<file path="config.mk">
export PLATFORM = sky130hd
export DESIGN_NAME = bus_wr_fifo_flat
export DESIGN_NICKNAME = d
export VERILOG_FILES = /design/src/rtl/bus_wr_fifo_if.sv /design/src/rtl/bus_wr_fifo.sv /design/src/flat_wrapper.sv
export SDC_FILE = /design/constraint.sdc
export NUM_CORES = 2
export LEC_CHECK = 0
export BUFFER_PORTS_ARGS = -buffer_cell sky130_fd_sc_hd__clkbuf_2
export CAP_MARGIN = 0
export CORE_AREA = 2 2 402 702
export CTS_BUF_LIST = sky130_fd_sc_hd__clkbuf_16
export CTS_CLUSTER_SIZE = 25
export DETAILED_ROUTE_END_ITERATION = 10
export DIE_AREA = 0 0 404 704
export MAX_ROUTING_LAYER = met4
export PLACE_DENSITY = 0.71
export SLEW_MARGIN = 20
export SYNTH_ARGS = -nofsm -noshare
export SYNTH_HDL_FRONTEND = slang
export SYNTH_SLANG_ARGS = --single-unit
</file>
<file path="constraint.sdc">
create_clock -name i_Bus_Clk -period 3.6 [get_ports i_Bus_Clk]
set_input_delay 0.9 -clock i_Bus_Clk [delete_from_list [all_inputs] [get_ports i_Bus_Clk]]
set_output_delay 0.9 -clock i_Bus_Clk [all_outputs]
set_load 0.02 [all_outputs]
</file>
<file path="src/rtl/bus_wr_fifo_if.sv">
// Bus-side and stream-side signals of the bus-writable FIFO.
// The slave modport is the FIFO; the master modport is the bus/fabric side.
interface bus_wr_fifo_if;
  logic        i_Bus_CS;
  logic        i_Bus_Wr_Rd_n;
  logic [15:0] i_Bus_Addr8;
  logic [15:0] i_Bus_Wr_Data;
  logic [15:0] o_Bus_Rd_Data;
  logic        o_Bus_Rd_DV;
  logic [15:0] o_Rd_Data;
  logic        o_Rd_DV;
  logic        i_Rd_Ready;
  logic        o_Full;
  logic        o_Empty;

  modport slave (
    input  i_Bus_CS,
    input  i_Bus_Wr_Rd_n,
    input  i_Bus_Addr8,
    input  i_Bus_Wr_Data,
    output o_Bus_Rd_Data,
    output o_Bus_Rd_DV,
    output o_Rd_Data,
    output o_Rd_DV,
    input  i_Rd_Ready,
    output o_Full,
    output o_Empty
  );

  modport master (
    output i_Bus_CS,
    output i_Bus_Wr_Rd_n,
    output i_Bus_Addr8,
    output i_Bus_Wr_Data,
    input  o_Bus_Rd_Data,
    input  o_Bus_Rd_DV,
    input  o_Rd_Data,
    input  o_Rd_DV,
    output i_Rd_Ready,
    input  o_Full,
    input  o_Empty
  );
endinterface

</file>
<file path="src/rtl/bus_wr_fifo.sv">
// Bus-writable FIFO: bus pushes 16-bit words via a DATA register, fabric drains
// them over a valid/ready port; STATUS/CONTROL registers for count, flush and overflow.
module bus_wr_fifo #(
  parameter int unsigned DEPTH = 256
) (
  input logic          i_Bus_Clk,
  input logic          i_Bus_Rst,
  bus_wr_fifo_if.slave bus
);

  localparam int unsigned AW = $clog2(DEPTH);
  localparam int unsigned CW = $clog2(DEPTH) + 1;

  logic [15:0]   mem [DEPTH];
  logic [AW-1:0] rd_ptr_q, rd_ptr_d;
  logic [AW-1:0] wr_ptr_q, wr_ptr_d;
  logic [CW-1:0] count_q, count_d;
  logic          ovf_q, ovf_d;
  logic          full_q, empty_q;
  logic [15:0]   bus_rd_data_q, bus_rd_data_d;
  logic          bus_rd_dv_q;

  logic [1:0]  idx;
  logic        wr_en, rd_en;
  logic        pop, push_req, push_ok, push_drop;
  logic        flush, clr_ovf;
  logic [11:0] count12;
  logic [15:0] status;
  logic        unused_addr;

  assign idx         = bus.i_Bus_Addr8[2:1];
  assign unused_addr = ^{bus.i_Bus_Addr8[15:3], bus.i_Bus_Addr8[0]};
  assign wr_en       = bus.i_Bus_CS & bus.i_Bus_Wr_Rd_n;
  assign rd_en       = bus.i_Bus_CS & ~bus.i_Bus_Wr_Rd_n;

  assign pop       = (count_q != '0) & bus.i_Rd_Ready;
  assign push_req  = wr_en & (idx == 2'd0);
  // A pop in the same cycle frees the slot, so a push into a full FIFO still lands.
  assign push_ok   = push_req & (~full_q | pop);
  assign push_drop = push_req & ~push_ok;
  assign flush     = wr_en & (idx == 2'd2) & bus.i_Bus_Wr_Data[0];
  assign clr_ovf   = wr_en & (idx == 2'd2) & bus.i_Bus_Wr_Data[1];

  assign count12 = 12'(count_q);
  assign status  = {full_q, empty_q, ovf_q, 1'b0, count12};

  always_comb begin
    rd_ptr_d = rd_ptr_q;
    wr_ptr_d = wr_ptr_q;
    count_d  = count_q;
    ovf_d    = ovf_q;
    if (flush) begin
      rd_ptr_d = '0;
      wr_ptr_d = '0;
      count_d  = '0;
    end else begin
      if (pop)     rd_ptr_d = rd_ptr_q + AW'(1);
      if (push_ok) wr_ptr_d = wr_ptr_q + AW'(1);
      count_d = count_q + CW'(push_ok) - CW'(pop);
    end
    // Set wins over clear when both occur together.
    if (clr_ovf)   ovf_d = 1'b0;
    if (push_drop) ovf_d = 1'b1;
  end

  always_comb begin
    bus_rd_data_d = bus_rd_data_q;
    if (rd_en) begin
      bus_rd_data_d = (idx == 2'd1) ? status : 16'h0000;
    end
  end

  always_ff @(posedge i_Bus_Clk) begin
    if (i_Bus_Rst) begin
      rd_ptr_q      <= '0;
      wr_ptr_q      <= '0;
      count_q       <= '0;
      ovf_q         <= 1'b0;
      full_q        <= 1'b0;
      empty_q       <= 1'b1;
      bus_rd_data_q <= 16'h0000;
      bus_rd_dv_q   <= 1'b0;
    end else begin
      rd_ptr_q      <= rd_ptr_d;
      wr_ptr_q      <= wr_ptr_d;
      count_q       <= count_d;
      ovf_q         <= ovf_d;
      full_q        <= (count_d == CW'(DEPTH));
      empty_q       <= (count_d == '0);
      bus_rd_data_q <= bus_rd_data_d;
      bus_rd_dv_q   <= rd_en;
    end
  end

  // Storage is intentionally not reset.
  always_ff @(posedge i_Bus_Clk) begin
    if (push_ok && !i_Bus_Rst) begin
      mem[wr_ptr_q] <= bus.i_Bus_Wr_Data;
    end
  end

  assign bus.o_Rd_Data     = mem[rd_ptr_q];
  assign bus.o_Rd_DV       = (count_q != '0);
  assign bus.o_Full        = full_q;
  assign bus.o_Empty       = empty_q;
  assign bus.o_Bus_Rd_Data = bus_rd_data_q;
  assign bus.o_Bus_Rd_DV   = bus_rd_dv_q;

endmodule

</file>
<file path="src/flat_wrapper.sv">
// flat-port wrapper written by rule: the top's interface ports become plain ports
module bus_wr_fifo_flat 
#(
  parameter int unsigned DEPTH = 256
)
  (i_Bus_Clk, i_Bus_Rst, bus_i_Bus_CS, bus_i_Bus_Wr_Rd_n, bus_i_Bus_Addr8, bus_i_Bus_Wr_Data, bus_o_Bus_Rd_Data, bus_o_Bus_Rd_DV, bus_o_Rd_Data, bus_o_Rd_DV, bus_i_Rd_Ready, bus_o_Full, bus_o_Empty);
  bus_wr_fifo_if bus_i ();
  input logic i_Bus_Clk;
  input logic i_Bus_Rst;
  input wire logic [$bits(bus_i.i_Bus_CS)-1:0] bus_i_Bus_CS;
  input wire logic [$bits(bus_i.i_Bus_Wr_Rd_n)-1:0] bus_i_Bus_Wr_Rd_n;
  input wire logic [$bits(bus_i.i_Bus_Addr8)-1:0] bus_i_Bus_Addr8;
  input wire logic [$bits(bus_i.i_Bus_Wr_Data)-1:0] bus_i_Bus_Wr_Data;
  output wire logic [$bits(bus_i.o_Bus_Rd_Data)-1:0] bus_o_Bus_Rd_Data;
  output wire logic [$bits(bus_i.o_Bus_Rd_DV)-1:0] bus_o_Bus_Rd_DV;
  output wire logic [$bits(bus_i.o_Rd_Data)-1:0] bus_o_Rd_Data;
  output wire logic [$bits(bus_i.o_Rd_DV)-1:0] bus_o_Rd_DV;
  input wire logic [$bits(bus_i.i_Rd_Ready)-1:0] bus_i_Rd_Ready;
  output wire logic [$bits(bus_i.o_Full)-1:0] bus_o_Full;
  output wire logic [$bits(bus_i.o_Empty)-1:0] bus_o_Empty;
  assign bus_i.i_Bus_CS = bus_i_Bus_CS;
  assign bus_i.i_Bus_Wr_Rd_n = bus_i_Bus_Wr_Rd_n;
  assign bus_i.i_Bus_Addr8 = bus_i_Bus_Addr8;
  assign bus_i.i_Bus_Wr_Data = bus_i_Bus_Wr_Data;
  assign bus_o_Bus_Rd_Data = bus_i.o_Bus_Rd_Data;
  assign bus_o_Bus_Rd_DV = bus_i.o_Bus_Rd_DV;
  assign bus_o_Rd_Data = bus_i.o_Rd_Data;
  assign bus_o_Rd_DV = bus_i.o_Rd_DV;
  assign bus_i.i_Rd_Ready = bus_i_Rd_Ready;
  assign bus_o_Full = bus_i.o_Full;
  assign bus_o_Empty = bus_i.o_Empty;
  bus_wr_fifo #(.DEPTH(DEPTH)) u_core (.i_Bus_Clk(i_Bus_Clk), .i_Bus_Rst(i_Bus_Rst), .bus(bus_i));
endmodule
</file>
==> flow_summary.json <==
{
  "num_io_pins": 73,
  "hp-class": "primary input to register",
  "wl_per_cell_um": 33.7,
  "whs_endpoint": "u_core.ovf_q$_SDFFE_PP0P_",
  "timing.hold.worst.start": "bus_i_Bus_Addr8[1]",
  "ant_nets": 0,
  "critPathLaunchType": "register",
  "cpPeakStageDelay_ns": 0.46,
  "synth-edff-count": 4096,
  "dieArea_um2": 284000,
  "r2r_cells": 16,
  "relSlewSlack_pct": 22.1,
  "final_core_util_pct": 67.2,
  "cts-htree-levels": 5,
  "vias": 81100,
  "synth_seq_area_share_pct": 78.4,
  "num_rows": 257,
  "drtIter0Drc": 9516,
  "worst_slew_pin_slew_ns": 1.17,
  "cts_hold_buffers": 0,
  "ir_drop_mv": 0.569,
  "max_cap_violations": 0,
  "setup_slack_ns": -1.36,
  "r2r_slack_ns": 0.25,
  "grt_pass1_wl_um": 592000,
  "async_flop_share_pct": 0,
  "rsz0062_at_grt": "yes",
  "clock.fmax_mhz": 202,
  "cp_max_fo": 11,
  "r2r-start": "u_core.count_q[5]$_SDFF_PP0_",
  "drive_gt1_share_pct": 31.4,
  "slowest_stage": "nor3_4",
  "core_area_um2": 279000,
  "die_w_um": 404,
  "gr-usage-all-layers_pct": 30.0,
  "period_share_pct": 138,
  "required_ns": 2.70,
  "worstPathArrival_ns": 4.06,
  "syn_area_um2": 158000,
  "first_pass_iters": 6,
  "synthDistinctLibCells": 58,
  "finalHoldViolCount": 0,
  "leakagePower_nw": 59.5,
  "port_buffers": 54,
  "cts_sinks": 4145,
  "hold_ws_ns": 0.386,
  "path_cells": "buf_4, nand3b_1, buf_12, buf_12, buf_4, o22ai_1, nor2_1, a31oi_4, buf_4, nand4_1, nor3_4, clkbuf_8",
  "ys_ff_latch": 4145,
  "die_y_um": 704,
  "antenna_found_initial": 6,
  "synth_warnings": 0,
  "syn_area_per_cell_um2": 21.5,
  "maxSlewViolCount": 0,
  "overflow": 0,
  "outcome": "finished, violations left",
  "timing.hold.worst_path_depth": 5,
  "synthToLayoutAreaGrowth_pct": 18.6,
  "synth_ff_type": "edfxtp_1",
  "finalSetupViolations": 16,
  "root_buffer": "clkbuf_16",
  "grt_pass1_vias": 82700,
  "cpMostUsedCell": "buf_4",
  "skew_ns": 0.0404,
  "finalNetCount": 8511,
  "cts_buffer_depth": 4,
  "via_per_inst": 6.56,
  "gp_congestion": 0.937,
  "detailed_place_hpwl_um": 258000,
  "worstSkewPairLatency_ns": 0.90,
  "clk_pin_slew_ns": 0.06,
  "syn-instance-count": 7370,
  "grt_max_degree": 129,
  "cts_tree": "done",
  "period_needed_ns": 4.96,
  "rr_endpoint": "u_core.bus.o_Full$_SDFF_PP0_",
  "cts_buffers": 350,
  "initial_utilization_pct": 56.7,
  "routed_wl_um": 417000,
  "violations": "setup timing",
  "endpoint_kind": "primary output",
  "drc": 0,
  "power_density_nw_per_um2": 568,
  "crit_type": "register to primary output"
}
## power breakdown
group	switching, mW	total, mW	internal, mW
Combinational	8.03	15.7	7.71
Clock	17.0	37.6	20.6
Sequential	0.0583	53.1	53.0
## layout by cell type (no fill, tap or decap), drive strengths merged, types with 17 or more instances in the layout
master / instances
nor2: 340
mux4: 768
nor3: 85
clkbuf: 399
a221oi: 96
o22ai: 303
buf: 1130
ha: 17
a21oi: 68
nor4: 65
clkinv: 137
bufinv: 34
nand4: 19
a22oi: 107
a31oi: 32
edfxtp: 4096
inv: 84
nand2: 60
o211ai: 17
mux2i: 528
clkinvlp: 26
dfxtp: 49
a22o: 161
## final cells by class
type	count	area (um2)
multi-input combinational	2766	33800
timing repair buffer	1175	14000
clock inverter	263	2180
inverter	18	67.6
clock buffer	360	9010
tap	3626	4540
fill	16900	91500
antenna	5	12.5
sequential	4145	124000
## cell usage after synthesis, drive strengths merged (49+ instances only)
cell type	count	area [um2]
a21oi	68	340
a221oi	96	903
a22o	161	1410
a22oi	107	803
buf	234	1670
clkbuf	210	788
dfxtp	49	981
edfxtp	4096	123000
mux2i	528	5290
mux4	768	17300
nand2	60	225
nor2	340	1280
nor3	85	425
nor4	65	407
o22ai	303	1900
## worst max path at each step
stage,endpoint,cells after the start,from
after floorplan,u_core.bus.o_Full$_SDFF_PP0_,15,u_core.count_q[4]$_SDFF_PP0_
after global placement,bus_o_Rd_Data[13],13,register
after detailed placement,bus_o_Rd_Data[13],13,register
after CTS,bus_o_Rd_Data[13],16,register
after global routing,bus_o_Rd_Data[2],15,register
final,bus_o_Rd_Data[15],12,register
## layer usage
layer	wire (um)	track usage, %	share of wire, %	vias to the layer above
li1	-	-	-	33200
met3	29000	3.56	7.0	1003
met5	0	-	0	-
met1	142000	35.3	34	42600
met2	215000	49.7	52	4289
met4	30600	18.3	7.3	0
## cell families after synthesis
| kind of cell | after synthesis | synth area share (%) |
|---|---|---|
| AO/OA/AOI/OAI | 801 | 3.69 |
| XOR/XNOR | 20 | 0.111 |
| adder cells (fa/ha/maj) | 18 | 0.147 |
| buffers and inverters | 462 | 1.60 |
| flip-flops | 4145 | 78.4 |
| multiplexers | 1296 | 14.3 |
| other | 1 | 0.00237 |
| AND/OR/NAND/NOR | 627 | 1.79 |
## what timing repair did
item | in CTS | in global routing
gates resized for setup | 360 | 125
cloned | 20 | 4
setup buffers | 82 | 24
setup endpoints to repair | 18 | 19
pin swaps | 77 | 53
## metrics by stage
stage          cells  power (mW)  worst slack (ns)  instance area (um2)  TNS (ns)
2_1_floorplan   7373        63.0             0.171               158000         0
3_3_place_gp   11600        67.4             -1.20               172000    -13.12
3_5_place_dp   11600        67.6             -1.14               172000    -12.39
4_1_cts        12300         106             -1.36               187000    -20.78
5_1_grt        12400         109             -1.36               188000    -21.07
6_report       12400         106             -1.36               188000    -20.64
## critical path: cells and delay by family (launching register included)
kind / cells / cell delay, ns
buf+inv: 6 / 1.09
flops: 1 / 0.38
compound gates: 2 / 0.50
simple gates: 4 / 1.12
## state kept, by name (all words and copies together) (netlist names), named ones only
| signal | cells |
|---|---|
| u_core.mem | 4096 |
| u_core.bus.o_Bus_Rd_Data | 12 |
| u_core.rd_ptr_q | 8 |
| u_core.count_q | 9 |
| u_core.bus.o_Empty | 1 |
| u_core.bus.o_Bus_Rd_DV | 1 |
| u_core.wr_ptr_q | 8 |
| u_core.bus.o_Full | 1 |
| u_core.ovf_q | 1 |
Power figures use the tool's default switching activity.
